File: src/rtl/garnet_irq_pkg.sv
// Shared types and constants for the garnet interrupt request generator.
package garnet_irq_pkg;

  typedef enum logic [1:0] {
    IDLE     = 2'd0,
    SET_WAIT = 2'd1,
    ACTIVE   = 2'd2,
    CLR_WAIT = 2'd3
  } irq_state_t;

  // Width of the shell's irq_req/irq_ack bus
  localparam int IRQ_BUS_W = 16;

  // Default ack-timeout in clk cycles
  localparam int ACK_TIMEOUT_DEF = 4096;

endpackage

File: src/rtl/garnet_irq_chan.sv
// One interrupt channel: request/acknowledge handshake FSM toward the shell.
// Optional ack timeout is built in when GARNET_IRQ_ACK_TIMEOUT_EN is defined.
//
// state    | meaning
// ---------+------------------------------------------------------------
// IDLE     | no request outstanding, req=0, waiting for effective source
// SET_WAIT | req=1 raised, waiting for the shell to ack the rise
// ACTIVE   | rise acknowledged, req=1 held while the source stays high
// CLR_WAIT | req=0 dropped, waiting for the shell to ack the fall
module garnet_irq_chan
  import garnet_irq_pkg::*;
#(
  parameter int ACK_TIMEOUT = ACK_TIMEOUT_DEF,
  parameter int TMO_W       = $clog2(ACK_TIMEOUT + 1)
) (
  input  logic clk,
  input  logic areset,
  input  logic i_eff,
  input  logic i_ack,
  input  logic i_err_clr,
  output logic o_req,
  output logic o_pending,
  output logic o_ack_err
);

  irq_state_t r_state;
  irq_state_t w_state_nxt;
  logic       r_req;
  logic       r_pending;
  logic       w_tmo;

`ifdef GARNET_IRQ_ACK_TIMEOUT_EN
  localparam logic [TMO_W-1:0] TMO_LIMIT = TMO_W'(ACK_TIMEOUT);

  logic [TMO_W-1:0] r_tmo_cnt;
  logic             r_ack_err;
  logic             w_in_wait;
  logic             w_wait_entry;

  assign w_in_wait    = (r_state == SET_WAIT) || (r_state == CLR_WAIT);
  assign w_wait_entry = ((w_state_nxt == SET_WAIT) && (r_state != SET_WAIT)) ||
                        ((w_state_nxt == CLR_WAIT) && (r_state != CLR_WAIT));
  // An ack arriving in the same cycle as the limit still wins over the timeout
  assign w_tmo        = w_in_wait && !i_ack && (r_tmo_cnt == TMO_LIMIT);

  // Wait-state cycle counter: restarts on each wait entry, saturates at the limit
  always_ff @(posedge clk or posedge areset) begin
    if (areset) begin
      r_tmo_cnt <= '0;
    end else if (w_wait_entry) begin
      r_tmo_cnt <= '0;
    end else if (w_in_wait && (r_tmo_cnt != TMO_LIMIT)) begin
      r_tmo_cnt <= r_tmo_cnt + 1'b1;
    end
  end

  // Sticky timeout flag; a new timeout beats a simultaneous clear
  always_ff @(posedge clk or posedge areset) begin
    if (areset) begin
      r_ack_err <= 1'b0;
    end else if (w_tmo) begin
      r_ack_err <= 1'b1;
    end else if (i_err_clr) begin
      r_ack_err <= 1'b0;
    end
  end

  assign o_ack_err = r_ack_err;
`else
  logic w_unused_tmo;

  assign w_tmo        = 1'b0;
  assign o_ack_err    = 1'b0;
  assign w_unused_tmo = ^{i_err_clr, ACK_TIMEOUT[0], TMO_W[0]};
`endif

  // Next-state decode; ack is consumed before the source level is looked at
  always_comb begin
    w_state_nxt = r_state;
    case (r_state)
      IDLE:     if (i_eff) w_state_nxt = SET_WAIT;
      SET_WAIT: begin
        if (i_ack)      w_state_nxt = ACTIVE;
        else if (w_tmo) w_state_nxt = IDLE;
      end
      ACTIVE:   if (!i_eff) w_state_nxt = CLR_WAIT;
      CLR_WAIT: begin
        if (i_ack)      w_state_nxt = IDLE;
        else if (w_tmo) w_state_nxt = IDLE;
      end
      default:  w_state_nxt = IDLE;
    endcase
  end

  // State and registered outputs, decoded from the next state
  always_ff @(posedge clk or posedge areset) begin
    if (areset) begin
      r_state   <= IDLE;
      r_req     <= 1'b0;
      r_pending <= 1'b0;
    end else begin
      r_state   <= w_state_nxt;
      r_req     <= (w_state_nxt == SET_WAIT) || (w_state_nxt == ACTIVE);
      r_pending <= (w_state_nxt != IDLE);
    end
  end

  assign o_req     = r_req;
  assign o_pending = r_pending;

endmodule

File: src/rtl/garnet_irq_gen.sv
// Interrupt request generator: NUM_IRQ independent handshake channels driving
// the shell's 16-bit irq_req/irq_ack bus. Optional ack timeout is enabled by
// defining GARNET_IRQ_ACK_TIMEOUT_EN.
module garnet_irq_gen
  import garnet_irq_pkg::*;
#(
  parameter int NUM_IRQ     = 16,
  parameter int ACK_TIMEOUT = ACK_TIMEOUT_DEF,
  parameter int TMO_W       = $clog2(ACK_TIMEOUT + 1)
) (
  input  logic                 clk,
  input  logic                 areset,
  input  logic [NUM_IRQ-1:0]   irq_src,
  input  logic [NUM_IRQ-1:0]   irq_mask,
  output logic [IRQ_BUS_W-1:0] irq_req,
  input  logic [IRQ_BUS_W-1:0] irq_ack,
  output logic [NUM_IRQ-1:0]   irq_pending,
  output logic [NUM_IRQ-1:0]   irq_ack_err,
  input  logic [NUM_IRQ-1:0]   irq_err_clr
);

  logic [NUM_IRQ-1:0] w_eff;
  logic [NUM_IRQ-1:0] w_req;
  logic [NUM_IRQ-1:0] w_pending;
  logic [NUM_IRQ-1:0] w_ack_err;

  assign w_eff = irq_src & irq_mask;

  for (genvar g = 0; g < NUM_IRQ; g++) begin : g_chan
    garnet_irq_chan #(
      .ACK_TIMEOUT (ACK_TIMEOUT),
      .TMO_W       (TMO_W)
    ) u_chan (
      .clk       (clk),
      .areset    (areset),
      .i_eff     (w_eff[g]),
      .i_ack     (irq_ack[g]),
      .i_err_clr (irq_err_clr[g]),
      .o_req     (w_req[g]),
      .o_pending (w_pending[g]),
      .o_ack_err (w_ack_err[g])
    );
  end

  if (NUM_IRQ < IRQ_BUS_W) begin : g_unused_ack
    logic w_unused_ack;
    assign w_unused_ack = ^irq_ack[IRQ_BUS_W-1:NUM_IRQ];
  end

  // Widen to the shell bus; bits without a channel stay low
  always_comb begin
    irq_req                = '0;
    irq_req[NUM_IRQ-1:0]   = w_req;
  end

  assign irq_pending = w_pending;
  assign irq_ack_err = w_ack_err;

endmodule
File: config.mk
export PLATFORM = sky130hd
export DESIGN_NAME = garnet_irq_gen
export DESIGN_NICKNAME = d
export VERILOG_FILES = /design/src/rtl/garnet_irq_pkg.sv /design/src/rtl/garnet_irq_chan.sv /design/src/rtl/garnet_irq_gen.sv
export SDC_FILE = /design/constraint.sdc
export NUM_CORES = 1
export LEC_CHECK = 0
export CAP_MARGIN = 20
export CORE_UTILIZATION = 27
export DETAILED_ROUTE_END_ITERATION = 12
export PLACE_DENSITY = 0.59
export SYNTH_ARGS = -nofsm -noshare
export SYNTH_HDL_FRONTEND = slang
export SYNTH_SLANG_ARGS = --single-unit
File: constraint.sdc
create_clock -name clk -period 2.7 [get_ports clk]
set_clock_uncertainty 0.2 [all_clocks]
set_input_delay 0.405 -clock clk [delete_from_list [all_inputs] [get_ports clk]]
set_output_delay 0.405 -clock clk [all_outputs]
set_load 0.02 [all_outputs]
==> summary.txt, run 1 <==
Route
  • Detailed-route vias per instance: a little over 4
  • Routed length on met2: approximately 2400 um
  • Number of DRC markers after the initial detailed-route iteration: 76
  • Drt first pass iters: 4
  • Met3 routed wirelength: roughly 320 um
  • Length of routed wiring on met1: roughly 2100 um
  • Per-cell routed wire length: 10.7 um
  • DRT antenna net count: 0
  • Routed vias: between 1.5k and 2k
  • Final wirelength: 4960 um
  • Remaining DRCs: 0
  • Uppermost metal layer occupied by signal nets: met4

Global route
  • Vias in the first global route: about 1.8k
  • Largest net degree at the start of global routing: 65
  • Gr ovfl total: 0
  • First-pass GRT wire length: about 8000 um
  • Overall fraction of global-route tracks in use: between 8 and 9%
  • Initial antenna violation count: 0

Timing
  • Final total negative setup slack: 0 ns
  • Final-report hold violation count: 0
  • Unrepaired setup endpoints after global routing: no
  • Post-route fraction of the period consumed by the critical path: 70.3%
  • Max Clock Freq: 527 MHz
  • Count of final setup violators: 0
  • Min Tclk post-route: approximately 1.9 ns
  • Final Max Slew Viols: 0

Floorplanning
  • Placeable Area: approximately 11,000 sq um
  • Die height: 108 um
  • Total Die Area: roughly 12,000 sq um
  • Die width: 108 um
  • Top Ports: around 110
  • Number of placement rows: 38
  • Effective utilization at floorplan: between 20% and 30%

Setup path
  • Critical path buffer and inverter count: 1
  • CP Launch Type: flop
  • CP Class: flop to output port
  • WP data arrival: 1.29 ns
  • Max Fanout on Critical Path: 1
  • Endpoint type of the worst setup path: output port
  • Dominant delay contributor by cell family on the critical path: buffers and inverters
  • Ordered cell list for the critical path: clkdlybuf4s50_1
  • Highest cell delay on the worst timing path: 0.64 ns
  • Cell at the slowest stage of the critical path: sky130_fd_sc_hd__clkdlybuf4s50_1
  • Data required time of the critical path: around 2.1 ns

Cells and area
  • # nets final: 400
  • Number of antenna repair diodes: 0
  • Fraction of final layout cells with drive strength greater than 1: under 10%
  • Syn-to-layout area delta: 29.1%
  • Post-route design area: roughly 4000 sq um

Clock tree
  • H-tree Lvls: 3
  • Clock tree buffer depth: 2
  • Number of buffers inserted by post-CTS setup repair: 0
  • Sink count of the clock tree: between 60 and 70
  • CTS resizes: 0
  • Clk Latency, worst-skew pair: between 0.3 and 0.4 ns
  • Clk slew on worst S/H paths: about 0.07 ns
  • Clock tree from TritonCTS: done
  • Number of buffers inserted by hold repair at cts: 0
  • Clock tree root driver cell: sky130_fd_sc_hd__clkbuf_8
  • Clock buffers created by TritonCTS: 9

Synthesis
  • Main combinational cell family by area after synthesis: buffers and inverters
  • Area of the mapped netlist: 3030 sq um
  • Synth unique cells: 12
  • Sequential area share after synthesis: between 50% and 60%
  • Number of synthesis warnings: 0
  • Adder-cell area share of the yosys netlist: under 10%
  • Number of enable flip-flop cells after synthesis: 0
  • Fraction of the mapped netlist area in compound gates: around 4.6%
  • Synth Register Bits: 64
  • Main flop type after synthesis: sky130_fd_sc_hd__dfrtp_1
  • XOR/XNOR share of the synthesized area: ~9.2%
  • Ranking of synthesized cells by area: sky130_fd_sc_hd__dfrtp_1 53%, sky130_fd_sc_hd__buf_4 12%, sky130_fd_sc_hd__ha_1 6.6%
  • Fraction of synthesized area in multiplexers: 0%
  • Library cell with the highest instance count after synthesis: sky130_fd_sc_hd__dfrtp_1
  • Area share of the largest cell type after synthesis: 52.8%
  • Top cells by count, synth: 64 x sky130_fd_sc_hd__dfrtp_1, 48 x sky130_fd_sc_hd__buf_4, 17 x sky130_fd_sc_hd__inv_1
  • Synth Area in Simple Gates: between 10 and 15%
  • Number of instances in the synthesized netlist: between 200 and 300
  • Cell type with the highest aggregate area in the netlist: sky130_fd_sc_hd__dfrtp_1
  • Async set-reset flop share out of synthesis: 100%
  • Post-synthesis area per instance: between 10 and 15 sq um

Power
  • Leakage dissipation: 1.67 nW
  • Areal power density over the cells: 1100 nW/um^2
  • Peak supply drop: between 0.0004 and 0.0005 V

Placement
  • Standard cell area after detailed placement: 3730 sq um
  • Number of buffers inserted by port buffering: 81
  • Post-detail-place hpwl: ~3600 um
  • Final estimated routing congestion in global placement: between 0.6 and 0.7

Run
  • Max-cap violations: 0

Status
  • Outcome: complete, no violations

Hold path
  • Worst Hold Class: input pin to asynchronous set/reset pin
==> routing by layer <==
| layer | up-vias | track usage (%) |
|---|---|---|
| met3 | 10 | 3.07 |
| met5 | - | 0 |
| met2 | 62 | 14.9 |
| li1 | 932 | - |
| met1 | 913 | 9.76 |
| met4 | 0 | 4.70 |
==> cell families (layout without fill, tap and decap cells) <==
family          after synthesis  count (layout)
compound gates               16              16
xor+xnor                     32              32
fa+ha+maj                    16              16
buf+inv                      65             114
flops                        64              64
other cells                   1              16
simple gates                 64              64
==> cell type report <==
cell class	count	area, sq um
multi-input combinational	144	1060
inverter	17	63.8
timing repair buffer	82	831
sequential	64	1600
fill	1120	6970
tap	140	175
clock buffer	11	151
clock inverter	4	30.0
==> power breakdown <==
part / total, W / internal (W) / switching [W]
Combinational: 0.00180 / 0.000943 / 0.000854
Sequential: 0.00175 / 0.00145 / 0.000307
Clock: 0.000741 / 0.000378 / 0.000363
Total: 0.00429 / 0.00277 / 0.00152
==> registers in the layout, indices dropped and copies added (netlist names) <==
register,cells
g_chan.u_chan.r_state,32
g_chan.u_chan.o_pending,16
g_chan.u_chan.o_req,16
==> per-stage QoR <==
stage / utilization [%] / power, W / hold slack (ns) / std cells / setup slack (ns)
after global placement: 34.3 / 0.00355 / 0.321 / 447 / 0.901
final: 35.9 / 0.00429 / 0.260 / 462 / 0.802
after detailed placement: 34.3 / 0.00360 / 0.328 / 447 / 0.896
after CTS: 35.9 / 0.00439 / 0.257 / 462 / 0.771
after global routing: 35.9 / 0.00467 / 0.302 / 462 / 0.762
after floorplan: - / 0.00317 / 0.304 / 273 / 0.497
==> placed cells by master, fill, tap and decap left out <==
| master | n |
|---|---|
| sky130_fd_sc_hd__a211o_1 | 16 |
| sky130_fd_sc_hd__conb_1 | 16 |
| sky130_fd_sc_hd__xor2_1 | 16 |
| sky130_fd_sc_hd__nand2_1 | 16 |
| sky130_fd_sc_hd__xnor2_1 | 16 |
| sky130_fd_sc_hd__inv_1 | 16 |
| sky130_fd_sc_hd__and3_1 | 16 |
| sky130_fd_sc_hd__nand4b_1 | 16 |
| sky130_fd_sc_hd__ha_1 | 16 |
| sky130_fd_sc_hd__inv_2 | 1 |
| sky130_fd_sc_hd__clkinvlp_4 | 4 |
| sky130_fd_sc_hd__clkbuf_8 | 11 |
| sky130_fd_sc_hd__nand3_1 | 16 |
| sky130_fd_sc_hd__buf_12 | 1 |
| sky130_fd_sc_hd__dfrtp_1 | 64 |
| sky130_fd_sc_hd__clkdlybuf4s50_1 | 81 |
==> final timing paths <==
kind / start / end / depth (start not counted) / slack [ns]
max in group asynchronous: areset / g_chan[11].u_chan.o_pending / 3 / 1.76
min in group clk: g_chan[1].u_chan.r_state[1] / g_chan[1].u_chan.r_state[1] / 1 / 0.34
worst max register to register: g_chan[8].u_chan.r_state[1] / g_chan[8].u_chan.o_req / 3 / 1.31
worst min-delay path: areset / g_chan[2].u_chan.o_req / 3 / 0.26
worst min register to register: g_chan[1].u_chan.r_state[1] / g_chan[1].u_chan.r_state[1] / 1 / 0.34
worst max-delay path: g_chan[3].u_chan.o_pending / irq_pending[3] / 1 / 0.80
No activity file was read; power rests on OpenSTA's default activity.
==> inputs of run 2 (changes only) <==
- clock period: 2.7 -> 1.99 ns (I/O delays scaled with it)
==> run 2 against run 1 <==
- critical path depth did not move
- sequential share of layout area fell by 0.078 points
- highest routed layer unchanged
- count of clock-buffer cells in the layout rose by 3
- total power rose by 37%
- clock power rose by 39%
- combinational power rose by 36%
- final area rose by 0.19%
- sequential power rose by 37%
==> summary.txt, run 2 (same netlist as run 1, synthesis figures left out) <==
Status
  • Outcome: complete, no violations

Cells and area
  • Most used cells in the layout excluding fill and tap cells: 81 x sky130_fd_sc_hd__clkdlybuf4s50_1, 64 x sky130_fd_sc_hd__dfrtp_1
  • Post-Layout Cell Count: 463
  • Commonest non-fill, non-tap cell in the layout: sky130_fd_sc_hd__clkdlybuf4s50_1
  • Flip-flop count of the largest register after layout: 32
  • Fraction of final layout cells with drive strength greater than 1: a little under 5%
  • Number of antenna repair diodes: 0
  • Final-layout fill cell count: between 1k and 1.5k
  • # nets final: 400
  • Final design utilization: approximately 36%
  • Syn-to-layout area delta: 29.4%
  • Register with the highest flop count: g_chan.u_chan.r_state

Timing
  • Unrepaired setup endpoints after global routing: no
  • Post-route fraction of the period consumed by the critical path: around 91%
  • Final Max Slew Viols: 0
  • Min Tclk post-route: between 1.5 and 2 ns
  • Max Clock Freq: 555 MHz
  • Final-report hold violation count: 0
  • Count of final setup violators: 0
  • Final total negative setup slack: 0 ns
  • Worst hold margin: 0.197 ns

Setup path
  • Max Fanout on Critical Path: 1
  • Worst reg2reg path endpoint: g_chan[13].u_chan.o_req
  • Reg-to-reg slack, setup: about 0.62 ns
  • End of the critical path: irq_req[9]
  • CP Launch Type: flop
  • CP Class: flop to output port
  • Dominant delay contributor by cell family on the critical path: buffers and inverters
  • Total number of cells along the worst setup path: 1
  • WP data arrival: 1.30 ns
  • Highest cell delay on the worst timing path: 0.64 ns
  • Data required time of the critical path: 1.49 ns
  • Endpoint type of the worst setup path: output port
  • Critical register-to-register path startpoint: g_chan[13].u_chan.r_state[1]
  • Cell at the slowest stage of the critical path: sky130_fd_sc_hd__clkdlybuf4s50_1
  • Critical path buffer and inverter count: 1
  • Timing startpoint of the critical path: g_chan[9].u_chan.o_req
  • Reg2reg path depth: 3
  • Ordered cell list for the critical path: clkdlybuf4s50_1

Route
  • Final wirelength: approximately 5100 um
  • Remaining DRCs: 0
  • Drt first pass iters: 4
  • Number of DRC markers after the initial detailed-route iteration: 77
  • Routed vias: slightly below 2k
  • DRT antenna net count: 0
  • Per-cell routed wire length: between 10 and 15 um
  • Detailed-route vias per instance: about 4.2

Power
  • Leakage dissipation: 1.68 nW
  • Areal power density over the cells: about 1500 nW/um^2
  • Peak supply drop: 0.000469 V

Floorplanning
  • Placeable Area: about 11,000 sq um
  • Effective utilization at floorplan: around 28%
  • Total Die Area: roughly 12,000 sq um
  • Die height: roughly 110 um
  • Top Ports: between 100 and 150
  • Die width: approximately 110 um
  • Number of placement rows: 38

Global route
  • Largest net degree at the start of global routing: 65
  • First-pass GRT wire length: between 8000 and 9000 um
  • Overall fraction of global-route tracks in use: 9.39%
  • Gr ovfl total: 0
  • Initial antenna violation count: 0
  • Vias in the first global route: between 1.5k and 2k

Placement
  • Post-detail-place hpwl: 3720 um
  • Final estimated routing congestion in global placement: around 0.68
  • Number of cells after detailed placement: ~450
  • Number of buffers inserted by port buffering: 81

Clock tree
  • H-tree Lvls: 3
  • Number of buffers inserted by post-CTS setup repair: 0
  • Number of buffers inserted by hold repair at cts: 0
  • Clk Latency, worst-skew pair: about 0.33 ns
  • Sink count of the clock tree: 64
  • Clk slew on worst S/H paths: approximately 0.070 ns
  • Clock tree buffer depth: 2
  • Clock buffers created by TritonCTS: 9
  • Clock tree root driver cell: sky130_fd_sc_hd__clkbuf_8
  • Clock tree from TritonCTS: done
  • CTS resizes: 0

Run
  • Max-cap violations: 0

Hold path
  • Worst Hold Class: input pin to asynchronous set/reset pin
[run 2: cell count changes in the layout (fill, tap and decap cells not counted), sizes merged]
cell / previous run / this run
clkinvlp: 4 / 2
clkinv: 0 / 1
clkbuf: 11 / 14
inv: 17 / 16
[run 2: worst min path at each step]
stage | endpoint | cells after the start | slack (ns) | start
after detailed placement | g_chan[6].u_chan.r_state[1] | 1 | 0.33 | g_chan[6].u_chan.r_state[1]
final | g_chan[6].u_chan.o_pending | 3 | 0.20 | areset
after global routing | g_chan[6].u_chan.o_pending | 3 | 0.23 | areset
after CTS | g_chan[6].u_chan.o_pending | 3 | 0.21 | areset
after global placement | g_chan[13].u_chan.r_state[1] | 1 | 0.32 | g_chan[13].u_chan.r_state[1]
after floorplan | g_chan[0].u_chan.o_pending | 1 | 0.23 | areset
[run 2: through the flow]
step                power [W]  cell area [sq um]  setup slack [ns]
global placement      0.00481               3740             0.298
detailed placement    0.00490               3740             0.287
floorplan             0.00430               3090             0.693
finish                0.00587               3920             0.189
global route          0.00639               3920             0.119
CTS                   0.00599               3920             0.172
[run 2: area by class of cell]
class / instances / area [sq um] / share of cell area (%)
Clock buffer: 14 / 173 / 4.40
Sequential cell: 64 / 1600 / 40.8
Inverter: 17 / 67.6 / 1.72
Clock inverter: 2 / 12.5 / 0.319
Multi-Input combinational cell: 144 / 1060 / 27.1
Tap cell: 140 / 175 / 4.47
Timing Repair Buffer: 82 / 831 / 21.2
[run 2: routing by layer]
metal	vias to the layer above	wire, um	track usage [%]
li1	935	-	-
met1	925	2200	11.0
met2	64	2360	14.7
met3	10	411	4.28
met4	0	87	4.11
met5	-	0	0
[run 2: report_power, final]
| part | total (W) | internal, W | leakage, nW | switching, W |
|---|---|---|---|---|
| Sequential | 0.00239 | 0.00196 | 0.715 | 0.000424 |
| Combinational | 0.00244 | 0.00128 | 0.875 | 0.00117 |
| Clock | 0.00103 | 0.000554 | 0.0927 | 0.000481 |
==> inputs of run 3 (changes only) <==
- SLEW_MARGIN: default -> 0
==> results of run 3 <==
No change in the layout: final DEF, timing and power equal those of run 2.
